File: src/rtl/cheri_stkz_lsu_arb.sv
// Arbitrates the core LSU and the stack-zeroization engine onto one data bus.
// Tracks bus-response ownership in a grant-ordered FIFO and routes responses back.
module cheri_stkz_lsu_arb #(
   parameter int unsigned MaxOutstanding = 2
) (
   input  logic        clk_i,
   input  logic        rst_ni,
   input  logic        stkz_lsu_req_i,
   input  logic        stkz_lsu_we_i,
   input  logic        stkz_lsu_is_cap_i,
   input  logic [31:0] stkz_lsu_addr_i,
   input  logic [32:0] stkz_lsu_wdata_i,
   output logic        lsu_stkz_req_done_o,
   output logic        lsu_stkz_resp_valid_o,
   output logic        lsu_stkz_resp_err_o,
   input  logic        core_req_i,
   input  logic        core_we_i,
   input  logic        core_is_cap_i,
   input  logic [31:0] core_addr_i,
   input  logic [32:0] core_wdata_i,
   output logic        core_gnt_o,
   output logic        core_rvalid_o,
   output logic        core_err_o,
   output logic [32:0] core_rdata_o,
   output logic        data_req_o,
   output logic        data_we_o,
   output logic        data_is_cap_o,
   output logic [31:0] data_addr_o,
   output logic [32:0] data_wdata_o,
   input  logic        data_gnt_i,
   input  logic        data_rvalid_i,
   input  logic        data_err_i,
   input  logic [32:0] data_rdata_i
);

   localparam int unsigned CntW = $clog2(MaxOutstanding + 1);
   localparam int unsigned PtrW = (MaxOutstanding > 1) ? $clog2(MaxOutstanding) : 1;
   localparam logic [CntW-1:0] CntMax  = CntW'(MaxOutstanding);
   localparam logic [PtrW-1:0] PtrLast = PtrW'(MaxOutstanding - 1);

   typedef enum logic [1:0] {
      ARB_IDLE = 2'd0,
      ARB_CORE = 2'd1,
      ARB_STKZ = 2'd2
   } arb_state_e;

   function automatic logic [PtrW-1:0] ptr_inc(input logic [PtrW-1:0] p);
      return (p == PtrLast) ? {PtrW{1'b0}} : p + PtrW'(1);
   endfunction

   arb_state_e              state_r, state_n_s;
   logic                    owner_r, we_r, cap_r;
   logic [31:0]             addr_r;
   logic [32:0]             wdata_r;
   logic [CntW-1:0]         cnt_r;
   logic [PtrW-1:0]         rd_ptr_r, wr_ptr_r;
   logic [MaxOutstanding-1:0] fifo_r;
   logic                    rd_pend_r;

   logic        req_s, owner_s, we_s, cap_s, capture_s, rd_acc_s;
   logic [31:0] addr_s;
   logic [32:0] wdata_s;
   logic        slot_free_s, fifo_empty_s, push_s, pop_s, head_s;

   assign slot_free_s  = (cnt_r < CntMax);
   assign fifo_empty_s = (cnt_r == {CntW{1'b0}});

   // Next-state and bus-request selection; owner bit 1 means stkz.
   always_comb begin
      state_n_s = state_r;
      req_s     = 1'b0;
      owner_s   = 1'b0;
      we_s      = 1'b0;
      cap_s     = 1'b0;
      addr_s    = 32'h0;
      wdata_s   = 33'h0;
      capture_s = 1'b0;
      rd_acc_s  = 1'b0;
      case (state_r)
         ARB_IDLE: begin
            if (slot_free_s && core_req_i) begin
               req_s   = 1'b1;
               owner_s = 1'b0;
               we_s    = core_we_i;
               cap_s   = core_is_cap_i;
               addr_s  = core_addr_i;
               wdata_s = core_wdata_i;
            end else if (slot_free_s && stkz_lsu_req_i && stkz_lsu_we_i) begin
               req_s   = 1'b1;
               owner_s = 1'b1;
               we_s    = 1'b1;
               cap_s   = stkz_lsu_is_cap_i;
               addr_s  = stkz_lsu_addr_i;
               wdata_s = stkz_lsu_wdata_i;
            end else begin
               // Reads are refused locally only with no bus traffic pending, keeping response order.
               rd_acc_s = fifo_empty_s && !core_req_i && stkz_lsu_req_i && !stkz_lsu_we_i;
            end
            if (req_s && !data_gnt_i) begin
               capture_s = 1'b1;
               state_n_s = owner_s ? ARB_STKZ : ARB_CORE;
            end else begin
               state_n_s = ARB_IDLE;
            end
         end
         ARB_CORE, ARB_STKZ: begin
            req_s   = 1'b1;
            owner_s = owner_r;
            we_s    = we_r;
            cap_s   = cap_r;
            addr_s  = addr_r;
            wdata_s = wdata_r;
            if (data_gnt_i) begin
               state_n_s = ARB_IDLE;
            end else begin
               state_n_s = state_r;
            end
         end
         default: begin
            state_n_s = ARB_IDLE;
         end
      endcase
   end

   assign push_s = req_s & data_gnt_i;
   assign pop_s  = data_rvalid_i & ~fifo_empty_s;
   assign head_s = fifo_r[rd_ptr_r];

   assign data_req_o    = req_s;
   assign data_we_o     = we_s;
   assign data_is_cap_o = cap_s;
   assign data_addr_o   = addr_s;
   assign data_wdata_o  = wdata_s;

   assign core_gnt_o            = push_s & ~owner_s;
   assign lsu_stkz_req_done_o   = (push_s & owner_s) | rd_acc_s;
   assign core_rvalid_o         = pop_s & ~head_s;
   assign core_err_o            = pop_s & ~head_s & data_err_i;
   assign core_rdata_o          = core_rvalid_o ? data_rdata_i : 33'h0;
   assign lsu_stkz_resp_valid_o = (pop_s & head_s) | rd_pend_r;
   assign lsu_stkz_resp_err_o   = rd_pend_r | (pop_s & head_s & data_err_i);

   // FSM state and the request held while waiting for grant.
   always_ff @(posedge clk_i or negedge rst_ni) begin
      if (!rst_ni) begin
         state_r <= ARB_IDLE;
         owner_r <= 1'b0;
         we_r    <= 1'b0;
         cap_r   <= 1'b0;
         addr_r  <= 32'h0;
         wdata_r <= 33'h0;
      end else begin
         state_r <= state_n_s;
         if (capture_s) begin
            owner_r <= owner_s;
            we_r    <= we_s;
            cap_r   <= cap_s;
            addr_r  <= addr_s;
            wdata_r <= wdata_s;
         end
      end
   end

   // Owner FIFO, outstanding count and the locally answered stkz read.
   always_ff @(posedge clk_i or negedge rst_ni) begin
      if (!rst_ni) begin
         fifo_r    <= {MaxOutstanding{1'b0}};
         rd_ptr_r  <= {PtrW{1'b0}};
         wr_ptr_r  <= {PtrW{1'b0}};
         cnt_r     <= {CntW{1'b0}};
         rd_pend_r <= 1'b0;
      end else begin
         rd_pend_r <= rd_acc_s;
         if (push_s) begin
            fifo_r[wr_ptr_r] <= owner_s;
            wr_ptr_r         <= ptr_inc(wr_ptr_r);
         end
         if (pop_s) begin
            rd_ptr_r <= ptr_inc(rd_ptr_r);
         end
         case ({push_s, pop_s})
            2'b10:   cnt_r <= cnt_r + CntW'(1);
            2'b01:   cnt_r <= cnt_r - CntW'(1);
            default: cnt_r <= cnt_r;
         endcase
      end
   end

endmodule

File: config.mk
export PLATFORM = sky130hd
export DESIGN_NAME = cheri_stkz_lsu_arb
export DESIGN_NICKNAME = d
export VERILOG_FILES = /design/src/rtl/cheri_stkz_lsu_arb.sv
export SDC_FILE = /design/constraint.sdc
export NUM_CORES = 1
export LEC_CHECK = 0
export ABC_CLOCK_PERIOD_IN_PS = 4720
export CAP_MARGIN = 10
export CORE_MARGIN = 2
export CORE_UTILIZATION = 35
export CTS_CLUSTER_SIZE = 8
export DETAILED_ROUTE_END_ITERATION = 7
export PLACE_DENSITY = 0.77
export SYNTH_ARGS = -nofsm -noshare
export SYNTH_HDL_FRONTEND = slang
export SYNTH_SLANG_ARGS = --single-unit
File: constraint.sdc
create_clock -name clk_i -period 4.72 [get_ports clk_i]
set_input_delay 1.416 -clock clk_i [delete_from_list [all_inputs] [get_ports clk_i]]
set_output_delay 1.416 -clock clk_i [all_outputs]
set_load 0.01 [all_outputs]
---- Word level (Yosys, flattened, before mapping) ----
Index checks and enable logic that the tools add are counted.
word-level totals
  flip-flop bits (word level) ............. 77
  input port bits ......................... 174
  output and inout port bits .............. 107
  word-level logic and storage cells ...... 89
cells by class
  $add $sub $neg .......................... 4
  magnitude comparators ................... 4
  equality and inequality tests ........... 5
  multiplexer cells ....................... 36
  bitwise operators ....................... 14
  reductions and logical operators ........ 15
operator list
  cell                 count
  $mux 33              3
  $pmux 33 s2          1
  $mux 32              2
  $pmux 32 s2          1
  $mux 1               18
  $and 1x1->1          8
  $logic_and 1x1->1    8
  $pmux 1 s2           4
  $pmux 2 s2           2
  $mux 2               3
  $eq 2x1->1 const B   2
  $eq 2x2->1 const B   2
  $logic_not 2->1      2
  $lt 1x2->1 const B   2
  $logic_not 1->1      3
  $not 1->1            3
  $or 1x1->1           3
  $add 1x1->1 const B  2
  $add 2x1->2 const B  1
  $bwmux 2             1
  $lt 2x2->1 const B   1
  $ne 2x2->1 const B   1
  $reduce_bool 2->1    1
  $reduce_or 2->1      1
  other kinds (3)      3

---- Depth between registers and ports, before layout ----
Gate-level depths: netlist (run 1).
  depth in word-level cells ............... 10
  gate-level depth with buffers ........... 9
  mapped depth without buffers ............ 8

---- Least setup slack after synthesis (run 1) ----
OpenSTA, ideal clock, no wires.
  path kind ............................... input port to output port
  from .................................... input port core_req_i
  to ...................................... output port data_wdata_o[12]
  arrival ................................. 2.479 ns
  data required time ...................... 3.304 ns
  setup slack ............................. 0.825 ns
  stages .................................. 6
  buffers on the path ..................... 2
  cell sequence ........................... nand3b_1 > nor2_1 > buf_2 > buf_2 > a222oi_1 > nor2_1
between the ends
  longest elaborated chain between the ends .. 3
ends and longest elaborated chain
  what               RTL line  source
  start, declared    16        input logic core_req_i,
  $logic_and 1x1->1  81        if (slot_free_s && core_req_i) begin
  $mux 33            81
  $pmux 33 s2        79        case (state_r)
  end, declared      29        output logic [32:0] data_wdata_o,
No other way between the ends.

---- Final worst setup path (run 1) ----
  from .................................... input port stkz_lsu_req_i
  to ...................................... output port data_wdata_o[17]
between the ends
  longest elaborated chain between the ends .. 5
ends and longest elaborated chain
  what                             RTL line  source
  start, declared                  8         input logic stkz_lsu_req_i,
  $logic_and 1x1->1 (2 in series)  88        end else if (slot_free_s && stkz_lsu_req_i && stkz_lsu_we_i) begin
  $mux 33                          88
  $mux 33                          81
  $pmux 33 s2                      79
No other way between the ends.

==> key figures, run 1 <==
Status
  • Result of the run: finished, final reports clean

Global route
  • First-pass GRT wire length: 26100 µm
  • Global Route Usage Sum: 24.9%
  • Pin count of the biggest net entering global routing: 78
  • Vias in the first global route: 5400
  • Total grt overflow: 0
  • Initial antenna violation count: 0

Placement
  • RD Place Congestion: 0.775
  • Placed Cells: 903
  • Dpl hpwl: 11000 µm
  • IO buf count: 280
  • Pre-CTS setup slack: -0.156 ns
  • Cell area after placement: 7380 µm²

CTS
  • CTS Buf Count: 9
  • CTS Sinks: 77
  • Clock-pin slew on the worst setup and hold paths: 0.05 ns
  • Clk buf depth: 2
  • CTS H-tree depth: 3
  • Worst-Skew Late Latency: 0.32 ns
  • CTS tree: built
  • CTS Root Cell: clkbuf_16

Cells and area
  • Antenna Diode Count: 0
  • Layout area overhead: 87.9%
  • Final std cells w/o fill: 956
  • Final Instance Area: 7930 µm²
  • Final #Nets: 983
  • Layout cells sized above 1: 13.3%

STA
  • Fin crit period: 4.68 ns
  • Slew headroom: 33.7%
  • Period utilization: 99.2%
  • Slew @ Worst Pin: 0.994 ns
  • Setup violators final: 0
  • PnR worst setup slack: 0.0360 ns
  • Pins Over Slew Limit: 0
  • Final Hold Violating Endpoints: 0
  • Clk_skew: 0.00661 ns
  • FMAX: 213 MHz
  • Setup total negative slack: 0 ns

Pwr
  • Leak: 0.00372 µW
  • Switching power: 1310 µW
  • Sequential share of power: 31.9%
  • Switching Share: 35.4%
  • Internal power: 2390 µW
  • Clock Power Share: 19.2%
  • Total power: 3710 µW
  • Peak supply drop: 216 µV
  • PwrDens: 468 nW/µm²
  • Comb pwr share: 48.9%

Floorplan
  • Starting Density: 35.4%
  • Core area: 11900 µm²
  • Chip width: 114 µm
  • Height of the die: 114 µm
  • Num rows: 40
  • Die ar.: 12900 µm²
  • I/O pin total: 281

Synthesis
  • Mapped Nets: 657
  • Yosys warns: 0
  • Netlist Area Pre-Place: 4220 µm²
  • Synth Flop Type: dfrtp_1
  • Synthesized instance count: 480
  • Post-synthesis sequential area ratio: 45.7%
  • Mean area per synthesized cell: 8.79 µm²
  • Post-synth EDFFs: 0
  • Async set or reset register ratio after synthesis: 100%
  • Cell variety after synth: 34
  • FF+latch count, synth: 77

Setup path
  • Worst Path Required: 3.30 ns
  • WS Path Type: input port to output port
  • CP arrival: 3.27 ns
  • Flop2flop setup slack: 2.13 ns
  • CP Max Fanout: 16
  • Critical Path End Type: output port
  • Crit start category: input port

Routing
  • Drt drc: 0
  • 1st-pass router iterations: 7
  • Drt via density: 5.47
  • Initial DRC count: 436
  • Vias post-DR: 5231
  • Antenna-violating nets left: 0
  • Wirelength per Cell: 17.4 µm
  • DRT Wirelength: 16700 µm

Job
  • Max-cap violations: 0

Hold path
  • Hold WC Path Type: flop to flop
per-layer routing:
metal	wire, µm	vias up	track usage, %
li1	-	2431	-
met1	6420	2466	28.3
met2	8300	292	44.9
met3	1430	42	6.22
met4	523	0	9.51
met5	0	-	0
power groups by stage:
stage | logic [µW] | registers (µW) | clock network (µW)
2_1_floorplan | 882 | 1120 | 0
3_3_place_gp | 1740 | 1170 | 0
3_5_place_dp | 1800 | 1180 | 0
4_1_cts | 1800 | 1180 | 724
5_1_grt | 1990 | 1220 | 754
6_report | 1820 | 1180 | 711
registers in the layout (all words and copies together) (netlist names):
| register | flops |
|---|---|
| wdata_r | 33 |
| rd_pend_r | 1 |
| fifo_r | 2 |
| state_r | 2 |
| cap_r | 1 |
| cnt_r | 2 |
| we_r | 1 |
| addr_r | 32 |
| rd_ptr_r | 1 |
| wr_ptr_r | 1 |
| owner_r | 1 |
area by class of cell:
| class | count | area, µm² |
|---|---|---|
| Sequential cell | 77 | 1930 |
| Timing Repair Buffer | 363 | 3420 |
| Multi-Input combinational cell | 350 | 2070 |
| Tap cell | 147 | 184 |
| Fill cell | 975 | 3980 |
| Clock buffer | 9 | 225 |
| Inverter | 5 | 18.8 |
| Clock inverter | 5 | 77.6 |
through the flow:
step / hold slack [ns] / util (%)
after global routing: 0.507 / 66.6
after detailed placement: 0.475 / 62.0
after global placement: 0.452 / 62.0
after CTS: 0.487 / 66.3
final: 0.482 / 66.6
after floorplan: 0.441 / -
worst max-delay path, stage by stage:
cell and delay [ns]:
clkdlybuf4s50_1 0.44, nand3b_1 0.18, nor2_4 0.08, bufbuf_16 0.29
a222oi_1 0.32, buf_4 0.19, nor2_1 0.04, dlygate4sd2_1 0.31
synthesized netlist by cell type (2+ instances only):
library cell	number	area [µm²]
a21oi_1	4	20.0
a222oi_1	65	651
and2_1	35	219
buf_1	3	11.3
buf_2	8	40.0
buf_6	4	45.0
clkbuf_1	33	124
dfrtp_1	77	1930
ha_1	3	37.5
inv_1	5	18.8
mux2i_1	2	20.0
nand2_1	73	274
nand2b_4	2	27.5
nor2_1	73	274
nor2b_1	2	12.5
nor3_1	2	10.0
o21ai_0	38	190
o21ai_1	31	155
o41ai_1	2	17.5
xnor2_1	4	35.0
cell families (layout without fill, tap and decap cells):
logic type | count (synthesis) | in the layout | synth area share (%)
compound gates | 148 | 148 | 26.1
xor+xnor | 5 | 5 | 1.04
fa+ha+maj | 3 | 3 | 0.890
buf+inv | 53 | 382 | 5.66
flops | 77 | 77 | 45.7
mux | 2 | 2 | 0.475
simple gates | 192 | 192 | 20.1
final timing paths:
check,startpoint,to,cells after the start
max,stkz_lsu_req_i,data_wdata_o[17],8
min,owner_r,owner_r,2
max reg2reg,state_r[0],wdata_r[17],11
min reg2reg,owner_r,owner_r,2
max in group asynchronous,rst_ni,addr_r[3],1
min in group asynchronous,rst_ni,wdata_r[24],1
cells in the final DEF (no fill, tap or decap), types with 5 or more instances in the layout:
cell,instances
o21ai_1,31
a222oi_1,65
inv_1,5
clkbuf_16,9
and2_1,35
buf_4,79
nand2_1,73
clkdlybuf4s50_1,211
dlygate4sd2_1,62
nor2_1,71
dfrtp_1,77
o21ai_0,38
repair_timing:
action / in CTS / in global routing
hold buffers: 0 / 0
setup endpoints to repair: 67 / 28
gates resized for setup: 64 / 8
pin swaps: 43 / 6
cloned: 1 / 0
setup buffers: 34 / 4
Power figures use the tool's default switching activity.
==> run 2, diff against run 1 <==
--- a/config.mk
+++ b/config.mk
@@ -6,4 +6,5 @@
 export NUM_CORES = 1
 export LEC_CHECK = 0
+export ABC_AREA = 1
 export ABC_CLOCK_PERIOD_IN_PS = 4720
 export CAP_MARGIN = 10
@@ -12,5 +13,6 @@
 export CTS_CLUSTER_SIZE = 8
 export DETAILED_ROUTE_END_ITERATION = 7
-export PLACE_DENSITY = 0.77
+export PLACE_DENSITY = 0.72
+export SKIP_LAST_GASP = 1
 export SYNTH_ARGS = -nofsm -noshare
 export SYNTH_HDL_FRONTEND = slang
==> constraint.sdc (replaced) <==
create_clock -name clk_i -period 4.72 [get_ports clk_i]
set_input_delay 1.416 -clock clk_i [delete_from_list [all_inputs] [get_ports clk_i]]
set_output_delay 1.416 -clock clk_i [all_outputs]
set_load 0.05 [all_outputs]
==> run 2 against run 1 <==
  * Final area grew 18%
  * Worst hold slack lost 0.0014 ns
  * Final cell count grew 30%
  * Sequential cell count unchanged
  * Non-clock buffer count is 69 lower
  * Largest cell class unchanged
  * Clock skew shrank 0.0019 ns
  * Combinational power is 74% higher
  * Count of clock-buffer cells in the layout grew 3
  * Critical path type unchanged
==> key figures, run 2 <==
CTS
  • Setup bufs post-CTS: 0
  • CTS Buf Count: 9
  • Clk buf depth: 2
  • # resized after CTS: 0
  • CTS tree: built
  • CTS Sinks: 77
  • Clock-pin slew on the worst setup and hold paths: 0.06 ns
  • Hold buffer count at CTS: 0
  • CTS Root Cell: clkbuf_16
  • Worst-Skew Late Latency: 0.34 ns
  • CTS H-tree depth: 3

Pwr
  • Clock Power Share: 15.5%
  • PwrDens: 528 nW/µm²
  • Comb pwr share: 64.3%
  • Total power: 4930 µW
  • Sequential share of power: 20.2%
  • Leak: 0.00447 µW
  • Internal power: 2700 µW
  • Switching power: 2230 µW
  • Peak supply drop: 238 µV
  • Switching Share: 45.2%

Routing
  • Met1 wire length: 7140 µm
  • Wirelength per Cell: 15.3 µm
  • Antenna-violating nets left: 0
  • Initial DRC count: 311
  • Drt via density: 4.87
  • Metal2 WL: 9540 µm
  • Vias post-DR: 6038
  • DRT Wirelength: 19000 µm
  • Uppermost layer routed: met4
  • 1st-pass router iterations: 5
  • Drt drc: 0
  • WL met3: 1860 µm

STA
  • Setup total negative slack: 0 ns
  • Clk_skew: 0.00472 ns
  • Setup violators final: 0
  • RSZ-0062 raised after global routing: false
  • Period utilization: 96.7%
  • FMAX: 219 MHz
  • Pins Over Slew Limit: 0
  • Slew headroom: 32.9%
  • Slew @ Worst Pin: 1.01 ns
  • Final Hold Violating Endpoints: 0
  • Fin crit period: 4.57 ns

Cells and area
  • Final std cells w/o fill: 1241
  • Most common cell after layout, fill and taps aside: nand2_1
  • Final #Nets: 1232
  • Number of flip-flops in the largest register: 33
  • Layout cells sized above 1: 15.7%
  • Largest reg by FF count: wdata_r
  • Biggest regs: wdata_r x33, addr_r x32
  • Most frequent cells in the layout: 352 x nand2_1, 172 x clkdlybuf4s50_1, 116 x a21oi_1
  • Final Instance Area: 9340 µm²
  • Final Util: 66.8%
  • Layout area overhead: 85.4%

Placement
  • Dpl hpwl: 13300 µm
  • Placed Cells: 1224
  • IO buf count: 280
  • Cell area after placement: 9010 µm²
  • RD Place Congestion: 0.827

Synthesis
  • Most frequent cell after synthesis: nand2_1
  • Yosys warns: 0
  • Synthesized instance count: 805
  • Cell variety after synth: 23
  • Post-synthesis sequential area ratio: 38.3%
  • Synth Flop Type: dfrtp_1
  • FF+latch count, synth: 77
  • Post-synth top area cell: dfrtp_1
  • Mean area per synthesized cell: 6.26 µm²
  • Post-synth EDFFs: 0
  • Async set or reset register ratio after synthesis: 100%
  • Netlist Area Pre-Place: 5040 µm²
  • Synth area leaders: dfrtp_1 38%, nand2_1 26%, a21oi_1 12%
  • Post-synth top area share: 38.3%
  • Mapped Nets: 982
  • Synth top cells by count: 353 x nand2_1, 117 x a21oi_1, 106 x nor2_1, 77 x dfrtp_1, 49 x inv_1

Floorplan
  • Die ar.: 15400 µm²
  • Num rows: 43
  • Starting Density: 36.0%
  • Height of the die: 124 µm
  • Core area: 14000 µm²
  • Chip width: 124 µm
  • I/O pin total: 281

Setup path
  • WS Path Type: input port to output port
  • Worst Path Required: 3.30 ns
  • Critical Path End Type: output port
  • Crit start category: input port
  • CP Max Fanout: 12
  • CP arrival: 3.15 ns

Global route
  • Total grt overflow: 0
  • Initial antenna violation count: 1
  • Vias in the first global route: 5875
  • First-pass GRT wire length: 29400 µm
  • Global Route Usage Sum: 24.8%
  • Pin count of the biggest net entering global routing: 78

Status
  • Result of the run: finished, final reports clean

Job
  • Max-cap violations: 0

Hold path
  • Hold WC Path Type: flop to flop
-- run 2: cell types whose count changed after synthesis, moves of 32 or more --
cell / before / now
inv_1: 5 / 49
nor2_1: 73 / 106
a21oi_1: 4 / 117
o21ai_0: 38 / 6
nand2_1: 73 / 353
a222oi_1: 65 / 0
and2_1: 35 / 0
-- run 2: worst max-delay path, stage by stage --
cell	delay (ns)
clkdlybuf4s50_1	0.51
nand2_1	0.06
nor2_1	0.09
nand2_1	0.12
inv_2	0.16
buf_4	0.22
nand2_1	0.07
a21oi_1	0.30
buf_12	0.19
-- run 2: layout make-up --
type / count / area (µm²)
Fill cell: 1190 / 4650
Timing Repair Buffer: 294 / 4000
Multi-Input combinational cell: 620 / 2660
Sequential cell: 77 / 1930
Clock buffer: 12 / 256
Tap cell: 180 / 225
Inverter: 53 / 199
Clock inverter: 4 / 70.1
Antenna cell: 1 / 2.50
-- run 2: final timing paths --
check                      cells after the start     startpoint              to  slack, ns
setup / recovery                               9  stkz_lsu_we_i  data_addr_o[5]       0.15
hold / removal                                 2    wdata_r[25]     wdata_r[25]       0.48
setup reg to reg                               7     state_r[0]      state_r[0]       2.47
hold reg to reg                                2    wdata_r[25]     wdata_r[25]       0.48
max in group asynchronous                      1         rst_ni     wdata_r[27]       2.82
min in group asynchronous                      1         rst_ni      addr_r[10]       1.23
-- run 2: power groups by stage --
stage / logic, µW / clock network [µW] / registers, µW
after CTS: 3190 / 774 / 996
after floorplan: 1720 / 0 / 973
final: 3170 / 764 / 998
after global placement: 3160 / 0 / 999
after global routing: 3360 / 803 / 1020
after detailed placement: 3180 / 0 / 1000
-- run 2: per-stage QoR --
| stage | hold slack [ns] | worst slack, ns |
|---|---|---|
| after detailed placement | 0.466 | 0.205 |
| after global routing | 0.498 | 0.0624 |
| after global placement | 0.463 | 0.247 |
| after CTS | 0.482 | 0.175 |
| final | 0.481 | 0.154 |
| after floorplan | 0.449 | 0.0852 |
-- run 2: cell families after synthesis --
group | Yosys count | share of synthesized area [%]
and+or+nand+nor | 471 | 35.7
AOI/OAI and AO/OA | 143 | 15.6
buffers and inverters | 108 | 9.19
DFF | 77 | 38.3
xor gates and xnor gates | 3 | 0.522
adders and majority gates | 3 | 0.745
-- run 2: routing by layer --
| metal | track usage, % | up-vias |
|---|---|---|
| met5 | 0 | - |
| met4 | 9.13 | 0 |
| met3 | 7.55 | 34 |
| met2 | 44.4 | 257 |
| met1 | 27.6 | 2766 |
| li1 | - | 2981 |
